$ cat src/rtl/softmax_stream_p.sv
// softmax_stream_p: row-buffered base-2 integer softmax.
// A row of N beats is buffered while its signed max is tracked; the buffer is
// then swept once to accumulate S = sum(2^(E_W-1) >> (M - x)). A restoring
// divide forms R = floor(2^K / S), and a second sweep emits
// p = min((e * R) >> E_W, 2^OUT_W - 1) per element with ready/valid backpressure.
module softmax_stream_p #(
  parameter int LANES         = 8,
  parameter int IN_W          = 8,
  parameter int OUT_W         = 8,
  parameter int E_W           = 16,
  parameter int MAX_ROW_BEATS = 32
) (
  input  logic                              clk,
  input  logic                              rst,
  input  logic [$clog2(MAX_ROW_BEATS):0]    row_beats,
  input  logic [LANES*IN_W-1:0]             input_bar,
  input  logic                              bar_valid,
  output logic                              bar_ready,
  output logic [LANES*OUT_W-1:0]            output_bar,
  output logic                              output_valid,
  input  logic                              output_ready,
  output logic                              output_last,
  output logic                              busy
);

  localparam int N_MAX = LANES * MAX_ROW_BEATS;
  localparam int S_W   = E_W + $clog2(N_MAX);
  localparam int K     = OUT_W + E_W;
  localparam int R_W   = OUT_W + 2;
  localparam int CNT_W = $clog2(MAX_ROW_BEATS) + 1;
  localparam int IDX_W = (MAX_ROW_BEATS > 1) ? $clog2(MAX_ROW_BEATS) : 1;
  localparam int DC_W  = $clog2(K) + 1;
  localparam int D_W   = IN_W + 1;
  localparam int P_W   = E_W + R_W;

  localparam logic [CNT_W-1:0] MAX_N   = CNT_W'(MAX_ROW_BEATS);
  localparam logic [CNT_W-1:0] CNT_ONE = CNT_W'(1);
  localparam logic [DC_W-1:0]  K_LAST  = DC_W'(K - 1);
  localparam logic [D_W-1:0]   D_LIM   = D_W'(E_W);
  localparam logic [E_W-1:0]   E_ONE   = {1'b1, {(E_W-1){1'b0}}};
  localparam logic [P_W-1:0]   P_MAX   = P_W'((1 << OUT_W) - 1);

  typedef enum logic [2:0] {IDLE, LOAD, SUM, DIV, OUT} state_t;

  // e = 2^(E_W-1) >> (m - x), zero once the shift empties the word
  function automatic logic [E_W-1:0] exp2_e(input logic signed [IN_W-1:0] m,
                                            input logic signed [IN_W-1:0] x);
    logic [D_W-1:0] d;
    d = {m[IN_W-1], m} - {x[IN_W-1], x};
    exp2_e = (d < D_LIM) ? (E_ONE >> d) : '0;
  endfunction

  function automatic logic signed [IN_W-1:0] beat_max(input logic [LANES*IN_W-1:0] v);
    logic signed [IN_W-1:0] mx;
    mx = v[IN_W-1:0];
    for (int unsigned i = 1; i < LANES; i++) begin
      if ($signed(v[i*IN_W +: IN_W]) > mx) mx = v[i*IN_W +: IN_W];
    end
    beat_max = mx;
  endfunction

  function automatic logic [S_W-1:0] beat_sum(input logic signed [IN_W-1:0] m,
                                              input logic [LANES*IN_W-1:0] v);
    logic [S_W-1:0] acc;
    acc = '0;
    for (int unsigned i = 0; i < LANES; i++) begin
      acc = acc + S_W'(exp2_e(m, v[i*IN_W +: IN_W]));
    end
    beat_sum = acc;
  endfunction

  function automatic logic [LANES*OUT_W-1:0] beat_prob(input logic signed [IN_W-1:0] m,
                                                       input logic [LANES*IN_W-1:0] v,
                                                       input logic [R_W-1:0] r);
    logic [P_W-1:0] prod;
    logic [P_W-1:0] shifted;
    logic [LANES*OUT_W-1:0] p;
    p = '0;
    for (int unsigned i = 0; i < LANES; i++) begin
      prod    = P_W'(exp2_e(m, v[i*IN_W +: IN_W])) * P_W'(r);
      shifted = prod >> E_W;
      p[i*OUT_W +: OUT_W] = (shifted > P_MAX) ? '1 : shifted[OUT_W-1:0];
    end
    beat_prob = p;
  endfunction

  state_t                   state_q, state_d;
  logic                     bar_ready_q, bar_ready_d;
  logic                     out_valid_q, out_valid_d;
  logic                     out_last_q, out_last_d;
  logic [LANES*OUT_W-1:0]   out_bar_q, out_bar_d;
  logic                     busy_q, busy_d;
  logic [CNT_W-1:0]         n_q, n_d;
  logic [CNT_W-1:0]         wr_cnt_q, wr_cnt_d;
  logic [CNT_W-1:0]         rd_cnt_q, rd_cnt_d;
  logic signed [IN_W-1:0]   max_q, max_d;
  logic [S_W-1:0]           sum_q, sum_d;
  logic [S_W-1:0]           rem_q, rem_d;
  logic [R_W-1:0]           quo_q, quo_d;
  logic [DC_W-1:0]          div_cnt_q, div_cnt_d;

  logic [LANES*IN_W-1:0]    row_mem_q [MAX_ROW_BEATS];
  logic                     buf_we;
  logic [IDX_W-1:0]         buf_widx;
  logic [LANES*IN_W-1:0]    rd_data;
  logic signed [IN_W-1:0]   in_max;
  logic [CNT_W-1:0]         row_n;
  logic                     in_hs;
  logic [S_W:0]             rem_sh;
  logic                     div_ge;

  assign rd_data = row_mem_q[rd_cnt_q[IDX_W-1:0]];
  assign in_max  = beat_max(input_bar);
  assign row_n   = (row_beats == '0 || row_beats > MAX_N) ? MAX_N : row_beats;
  assign in_hs   = bar_valid && bar_ready_q;
  assign rem_sh  = {rem_q, 1'b0};
  assign div_ge  = (rem_sh >= {1'b0, sum_q});

  // Next-state and datapath updates for the load/sum/divide/emit sequence
  always_comb begin
    state_d     = state_q;
    out_valid_d = out_valid_q;
    out_last_d  = out_last_q;
    out_bar_d   = out_bar_q;
    n_d         = n_q;
    wr_cnt_d    = wr_cnt_q;
    rd_cnt_d    = rd_cnt_q;
    max_d       = max_q;
    sum_d       = sum_q;
    rem_d       = rem_q;
    quo_d       = quo_q;
    div_cnt_d   = div_cnt_q;
    buf_we      = 1'b0;
    buf_widx    = wr_cnt_q[IDX_W-1:0];
    unique case (state_q)
      IDLE: begin
        if (in_hs) begin
          buf_we   = 1'b1;
          buf_widx = '0;
          n_d      = row_n;
          max_d    = in_max;
          sum_d    = '0;
          wr_cnt_d = CNT_ONE;
          rd_cnt_d = '0;
          if (row_n == CNT_ONE) begin
            wr_cnt_d = '0;
            state_d  = SUM;
          end else begin
            state_d  = LOAD;
          end
        end
      end
      LOAD: begin
        if (in_hs) begin
          buf_we   = 1'b1;
          wr_cnt_d = wr_cnt_q + CNT_ONE;
          if (in_max > max_q) max_d = in_max;
          if (wr_cnt_q == n_q - CNT_ONE) begin
            wr_cnt_d = '0;
            state_d  = SUM;
          end
        end
      end
      SUM: begin
        sum_d    = sum_q + beat_sum(max_q, rd_data);
        rd_cnt_d = rd_cnt_q + CNT_ONE;
        if (rd_cnt_q == n_q - CNT_ONE) begin
          // Quotient bit K is always 0 (S > 1), so the divide starts with
          // that step already taken: remainder 1, K steps left.
          rd_cnt_d  = '0;
          rem_d     = S_W'(1);
          quo_d     = '0;
          div_cnt_d = '0;
          state_d   = DIV;
        end
      end
      DIV: begin
        rem_d     = div_ge ? S_W'(rem_sh - {1'b0, sum_q}) : S_W'(rem_sh);
        quo_d     = (quo_q << 1) | R_W'(div_ge);
        div_cnt_d = div_cnt_q + DC_W'(1);
        if (div_cnt_q == K_LAST) state_d = OUT;
      end
      OUT: begin
        if (!out_valid_q || output_ready) begin
          if (out_valid_q && out_last_q) begin
            out_valid_d = 1'b0;
            out_last_d  = 1'b0;
            out_bar_d   = '0;
            rd_cnt_d    = '0;
            state_d     = IDLE;
          end else begin
            out_bar_d   = beat_prob(max_q, rd_data, quo_q);
            out_valid_d = 1'b1;
            out_last_d  = (rd_cnt_q == n_q - CNT_ONE);
            rd_cnt_d    = rd_cnt_q + CNT_ONE;
          end
        end
      end
      default: state_d = IDLE;
    endcase
    bar_ready_d = (state_d == IDLE) || (state_d == LOAD);
    busy_d      = (state_d != IDLE);
  end

  // State and registered outputs
  always_ff @(posedge clk) begin
    if (rst) begin
      state_q     <= IDLE;
      bar_ready_q <= 1'b1;
      out_valid_q <= 1'b0;
      out_last_q  <= 1'b0;
      out_bar_q   <= '0;
      busy_q      <= 1'b0;
      n_q         <= '0;
      wr_cnt_q    <= '0;
      rd_cnt_q    <= '0;
      max_q       <= '0;
      sum_q       <= '0;
      rem_q       <= '0;
      quo_q       <= '0;
      div_cnt_q   <= '0;
    end else begin
      state_q     <= state_d;
      bar_ready_q <= bar_ready_d;
      out_valid_q <= out_valid_d;
      out_last_q  <= out_last_d;
      out_bar_q   <= out_bar_d;
      busy_q      <= busy_d;
      n_q         <= n_d;
      wr_cnt_q    <= wr_cnt_d;
      rd_cnt_q    <= rd_cnt_d;
      max_q       <= max_d;
      sum_q       <= sum_d;
      rem_q       <= rem_d;
      quo_q       <= quo_d;
      div_cnt_q   <= div_cnt_d;
    end
  end

  // Single-bank row buffer; contents need no reset
  always_ff @(posedge clk) begin
    if (buf_we) row_mem_q[buf_widx] <= input_bar;
  end

  assign bar_ready    = bar_ready_q;
  assign output_bar   = out_bar_q;
  assign output_valid = out_valid_q;
  assign output_last  = out_last_q;
  assign busy         = busy_q;

endmodule

$ cat config.mk
export PLATFORM = sky130hd
export DESIGN_NAME = softmax_stream_p
export DESIGN_NICKNAME = d
export VERILOG_FILES = /design/src/rtl/softmax_stream_p.sv
export SDC_FILE = /design/constraint.sdc
export NUM_CORES = 2
export LEC_CHECK = 0
export CELL_PAD_IN_SITES_DETAIL_PLACEMENT = 0
export CELL_PAD_IN_SITES_GLOBAL_PLACEMENT = 2
export CORE_ASPECT_RATIO = 1.4
export CORE_MARGIN = 4
export CORE_UTILIZATION = 23
export CTS_BUF_LIST = sky130_fd_sc_hd__clkbuf_2
export DETAILED_ROUTE_END_ITERATION = 8
export GPL_TIMING_DRIVEN = 0
export PLACE_DENSITY = 0.46
export SYNTH_ARGS = -nofsm -noshare
export SYNTH_HDL_FRONTEND = slang
export SYNTH_SLANG_ARGS = --single-unit
$ cat constraint.sdc
create_clock -name clk -period 16.5 [get_ports clk]
set_clock_uncertainty 0.1 [all_clocks]
set_input_delay 1.65 -clock clk [delete_from_list [all_inputs] [get_ports clk]]
set_output_delay 1.65 -clock clk [all_outputs]
set_load 0.005 [all_outputs]
# Word level (Yosys, flattened, before mapping)
# Memory sizes are Yosys's and may differ from the RTL's. A register that Yosys moved wholly into a read port is not among the register bits.
# Cells that the tools add are included.
dict set report word_totals {
  register_bits 161
  ram_bits 2048
  output_inout_bits 68
  n_memories 1
}
dict set report op_classes {
  reduce_logical 22
  order_cmp 26
  mul 8
  bitwise 1
  n_eq_ne 14
  add_sub_neg 21
  shift 8
  muxes 67
}
# memory depth word_bits rd rd_ports_with_merged_regs wr line
set mem_list {}
lappend mem_list {row_mem_q 32 64 1 1 1 102} ;# logic [LANES*IN_W-1:0] row_mem_q [MAX_ROW_BEATS];
# cell count
set ops {}
lappend ops {{$mul A16 B10 Y26} 8}
lappend ops {{$mux W8} 18}
lappend ops {{$mux W16} 8}
lappend ops {{$shr A16 B9 Y16 const A} 8}
lappend ops {{$pmux W24 S2} 2}
lappend ops {{$gt A10 B8 Y1 const B} 8}
lappend ops {{$lt A9 B5 Y1 const B} 8}
lappend ops {{$mux W24} 3}
lappend ops {{$sub A8 B8 Y9} 8}
lappend ops {{$gt A8 B8 Y1} 8}
lappend ops {{$mux W64} 1}
lappend ops {{$mux W6} 9}
lappend ops {{$ge A25 B24 Y1} 1}
lappend ops {{$add A24 B23 Y24} 1}
lappend ops {{$pmux W6 S2} 2}
lappend ops {{$sub A24 B24 Y24} 1}
lappend ops {{$add A22 B16 Y23} 1}
lappend ops {{$add A21 B16 Y22} 1}
lappend ops {{$add A20 B16 Y21} 1}
lappend ops {{$mux W3} 7}
lappend ops {{$add A19 B16 Y20} 1}
lappend ops {{$mux W5} 4}
lappend ops {{$pmux W10 S2} 1}
lappend ops {{$add A18 B16 Y19} 1}
lappend ops {{other kinds (30)} 56}

# Depth between registers and ports, before layout
dict set report logic_depth {
  ltp_word 18
  ltp_mapped 91
}

# Least setup slack after synthesis
# OpenSTA, ideal clock, no wires.
dict set report synth_path {
  path_type {input-to-reg}
  start {input input_bar[7]}
  end {register max_q[0]}
  t_required_ps 16286
  setup_time_ps 114
  arrival_time_ps 16843
  stages 85
  path_slack_ps -557
  path_cell_list {inv_1 > ha_1 > nor3b_2 > o22ai_2 > mux2i_1 > nor2_1 > clkbuf_1 > nor2_1 > a21oi_1 > ha_1 > a21o_1 > a2111oi_0 > o21ai_0 > nor4_1 > o32ai_1 > o21a_1 > nand2_1 > clkbuf_1 > [49 not listed] > a21oi_1 > a21oi_1 > clkbuf_1 > mux2i_1 > ha_1 > nor2b_1 > o21ai_0 > nand2b_1 > a21oi_1 > nor2b_1 > o21ai_0 > nand2b_1 > a211oi_1 > o221ai_1 > nand2_1 > clkbuf_1 > o41ai_1 > a21o_1}
}
dict set report synth_via {
  elab_chain_len 17
  elab_cells_between_ends 21
  classes_between {order compare (8); eq/ne (1); mux (11); reduce/logical (1)}
}
# item line
set synth_lines {}
lappend synth_lines {{start, declared} 16} ;# input logic [LANES*IN_W-1:0] input_bar,
lappend synth_lines {{$gt A8 B8 Y1} 57} ;# if ($signed(v[i*IN_W +: IN_W]) > mx) mx = v[i*IN_W +: IN_W];
lappend synth_lines {{$mux W8 *} 57}
lappend synth_lines {{$gt A8 B8 Y1} 57}
lappend synth_lines {{$mux W8 *} 57}
lappend synth_lines {{$gt A8 B8 Y1} 57}
lappend synth_lines {{$mux W8 *} 57}
lappend synth_lines {{$gt A8 B8 Y1} 57}
lappend synth_lines {{$mux W8 *} 57}
lappend synth_lines {{[2 not listed]} n/a}
lappend synth_lines {{$gt A8 B8 Y1} 57}
lappend synth_lines {{$mux W8 *} 57}
lappend synth_lines {{$gt A8 B8 Y1} 57}
lappend synth_lines {{$mux W8 *} 57}
lappend synth_lines {{net in_max[1]} 106} ;# logic signed [IN_W-1:0] in_max;
lappend synth_lines {{$gt A8 B8 Y1 *} 157} ;# if (in_max > max_q) max_d = in_max;
lappend synth_lines {{$ne A2 B2 Y1 (no source line) *} n/a}
lappend synth_lines {{$reduce_and A4 Y1 (no source line) *} n/a}
lappend synth_lines {{end signal, assigned} 232} ;# max_q <= max_d;
lappend synth_lines {{end, declared} 96} ;# logic signed [IN_W-1:0] max_q, max_d;
# The timed path passes the listed nets; every way through them passes the cells marked *. The select of a mux whose other input is x is not followed.
# A chain may end at the register's enable or synchronous reset.

==> results by group <==
Status
  • Outcome: completed

Min path
  • Min-Delay Path Class: reg2reg
  • Hold endpoint: output_bar[23]$_SDFFE_PP0P_
  • WHS Path Cells: 2
  • Hold path startpoint: output_bar[23]$_SDFFE_PP0P_

Drt
  • Total wire length: 504.2 mm
  • Vias per std cell: 4.360
  • Via count: 78,914
  • Routed WL per cell: 27.86 um
  • First drt pass iteration count: 5
  • Starting DRT DRC Count: 4,833
  • DRC Markers: 0
  • Antenna-violating nets left: 0

Layout
  • Ratio of cells with drive above 1 in the final layout: 0.1884
  • P&R area growth vs syn: 15.74%
  • Core Util, Final: 0.2673
  • Final-stage net count: 11,829

GRT
  • Antenna violations before repair: 66
  • Vias in the first global route: 88,012
  • First-pass GRT wire length: 696.4 mm
  • Largest net degree at the start of global routing: 40
  • Gr usage total: 0.1722
  • Grt ovf: 0

Clock tree
  • Clock slew seen by the registers of the worst setup and hold paths: 90 ps
  • Num CTS Buffers: 592
  • H-tree Lvls: 6
  • CTS tree: yes
  • Clk_lat worst skew: 2140 ps
  • Clk Tree Root Cell: clkbuf_2
  • Clock Tree Buf Depth: 4
  • Clock sink count: 2,214

Placed design
  • Worst slack, placed: -5915 ps
  • I/O Buffers: 140
  • Routability Congestion: 0.8239
  • Dpl hpwl: 384.8 mm

STA
  • Endpoints failing hold: 0
  • Fmax achieved: 63.92 MHz
  • Max Slew Vio Count: 0
  • Final min period: 15,640 ps
  • Min Hold Slack: 339.2 ps
  • Slew @ Worst Pin: 1450 ps
  • Setup TNS Final: 0 ps
  • Final period util: 0.9482
  • Final Setup Violations: 0
  • Slew margin rel.: 0.03341
  • Worst Slack Setup Final: 855.3 ps

Worst setup path
  • CP required: 18,440 ps
  • Arrival time of the worst setup path: 17,590 ps
  • Startpoint types: register
  • R2R setup slack: 860 ps
  • Worst R2R End: output_bar[50]$_SDFFE_PP0P_
  • Most frequent CP cell: a21o_1
  • Worst Setup End Kind: register
  • Largest stage delay on the critical path: 990 ps
  • Worst path slowest cell: clkbuf_1
  • Worst r2r path cells: 48
  • Crit Path Category: reg2reg
  • Worst-path fanout max: 10
  • Delay-heaviest family, CP: compound AO/OA/AOI/OAI gates
  • Sum of buffers and inverters on the critical path: 8

Floorplanning
  • # rows: 326
  • IO Count: 142
  • Core area: 563,300 sq um
  • Initial Util: 0.2310
  • Die Area: 577,900 sq um
  • Chip height: 897.9 um
  • Die X-Extent: 643.6 um

Pwr
  • Worst vdd ir: 0.00006580 V
  • Tot Pwr: 11.91 mW
  • Leak: 56.39 nW
  • Pwr Density: 79.08 nW/um^2

Synthesis
  • Yosys cell types: 81
  • Ys flop type: edfxtp_1
  • Ys Warns: 0
  • Cell area after synthesis: 130,100 sq um
  • Post-synth EDFFs: 2,048
  • Seq/Total Area, Yosys: 0.4982
  • Net count after synthesis: 10,866
  • Synth Instances: 9,157
  • Synth Register Bits: 2,214
  • Synth async-reset ratio: 0
  • Avg Cell Area, Syn: 14.21 sq um

Job
  • Max-capacitance violation count: 0
-- layer usage --
layer  global-route usage  part of all wire
met4              0.05810             0.037
met5                    0           0.00051
met3              0.02352             0.038
met1               0.1879              0.37
met2               0.3362              0.56
-- cell type report --
class | instances | area, sq um
antenna | 36 | 90.09
timing repair buffer | 371 | 4996
tap | 7544 | 9439
clock inverter | 147 | 1071
buffer | 470 | 1888
sequential | 2214 | 64820
clock buffer | 846 | 4234
fill | 58418 | 412700
multi-input combinational | 5335 | 59770
inverter | 1136 | 4272
-- sequential cells by signal, indices dropped and copies added (netlist names), named ones only --
register / cells
bar_ready: 1
busy: 1
div_cnt_q: 6
max_q: 8
n_q: 6
output_bar: 64
output_last: 1
output_valid: 1
quo_q: 10
rd_cnt_q: 6
rem_q: 24
row_mem_q: 2048
state_q: 3
sum_q: 24
wr_cnt_q: 6
-- power by group --
part | internal (mW) | total [mW] | switching, mW | leakage [nW]
Combinational | 0.631 | 1.72 | 1.09 | 32.6
Clock | 1.57 | 4.00 | 2.43 | 4.01
Sequential | 6.14 | 6.19 | 0.0440 | 19.8
-- timing repair --
item,CTS,global route
hold endpoints to repair,874,417
buffers inserted,13,16
endpoints found under the setup margin,9,18
pin swaps,6,17
gates resized for setup,87,52
hold buffers,42,13
-- tightest hold or removal path, stage by stage, from the launching register on --
cell     delay [ps]
dfxtp_1         310
nand2_1          50
nand2_1          40
-- placed cells by master, fill, tap and decap left out, types with 48 or more instances in the layout --
cell / count
nand2b_1: 48
dfxtp_1: 165
mux2i_1: 88
clkbuf_2: 901
buf_12: 121
inv_1: 1134
and2_1: 513
clkinv_1: 76
fa_1: 992
clkbuf_1: 357
nor2_1: 255
nand3_1: 60
xor2_1: 60
mux4_2: 640
a21o_1: 130
edfxtp_1: 2048
clkdlybuf4s50_1: 100
nand2_1: 966
ha_1: 642
o21ai_0: 127
a21oi_1: 204
nor2b_1: 49
xnor2_1: 90
dlygate4sd3_1: 53
-- cell families after synthesis --
group           count (synthesis)  synth area share
xor+xnor                      150           0.01010
flops                        2214            0.4982
mux                           765            0.1207
buf+inv                      1608           0.04647
compound gates                672           0.03286
fa+ha+maj                    1638            0.2147
simple gates                 2110           0.07688
-- synth_stat cells, drive strengths merged (25+ instances only) --
cell,n,area (sq um)
nand2,968,3633
nor2,292,1096
nand3,60,300.3
clkbuf,415,1558
xor2,60,525.5
dfxtp,166,3323
and3,36,225.2
ha,643,8045
a21o,131,983.4
fa,992,19860
nor3,44,220.2
inv,1136,4264
o21ai,144,720.7
edfxtp,2048,61500
nor2b,50,312.8
buf,57,224.0
a211oi,25,187.7
mux2i,103,1035
a21oi,215,1076
mux4,640,14410
nand2b,48,300.3
and2,516,3228
xnor2,90,788.3
-- stage by stage --
step	area [sq um]	std cells
3_5_place_dp	144200	16985
3_3_place_gp	141000	16841
2_1_floorplan	130100	9157
4_1_cts	150100	18032
5_1_grt	150500	18078
6_report	150600	18099
-- worst max-delay path by stage --
stage | from | end | cells after the start
floorplan | input_bar[7] | max_q[0]$_SDFFE_PP0P_ | 85
global placement | input_bar[6] | max_q[0]$_SDFFE_PP0P_ | 86
detailed placement | input_bar[6] | max_q[0]$_SDFFE_PP0P_ | 86
CTS | register | output_bar[22]$_SDFFE_PP0P_ | 48
global route | input_bar[7] | max_q[6]$_SDFFE_PP0P_ | 87
finish | register | output_bar[50]$_SDFFE_PP0P_ | 48
Power figures use the tool's default switching activity.
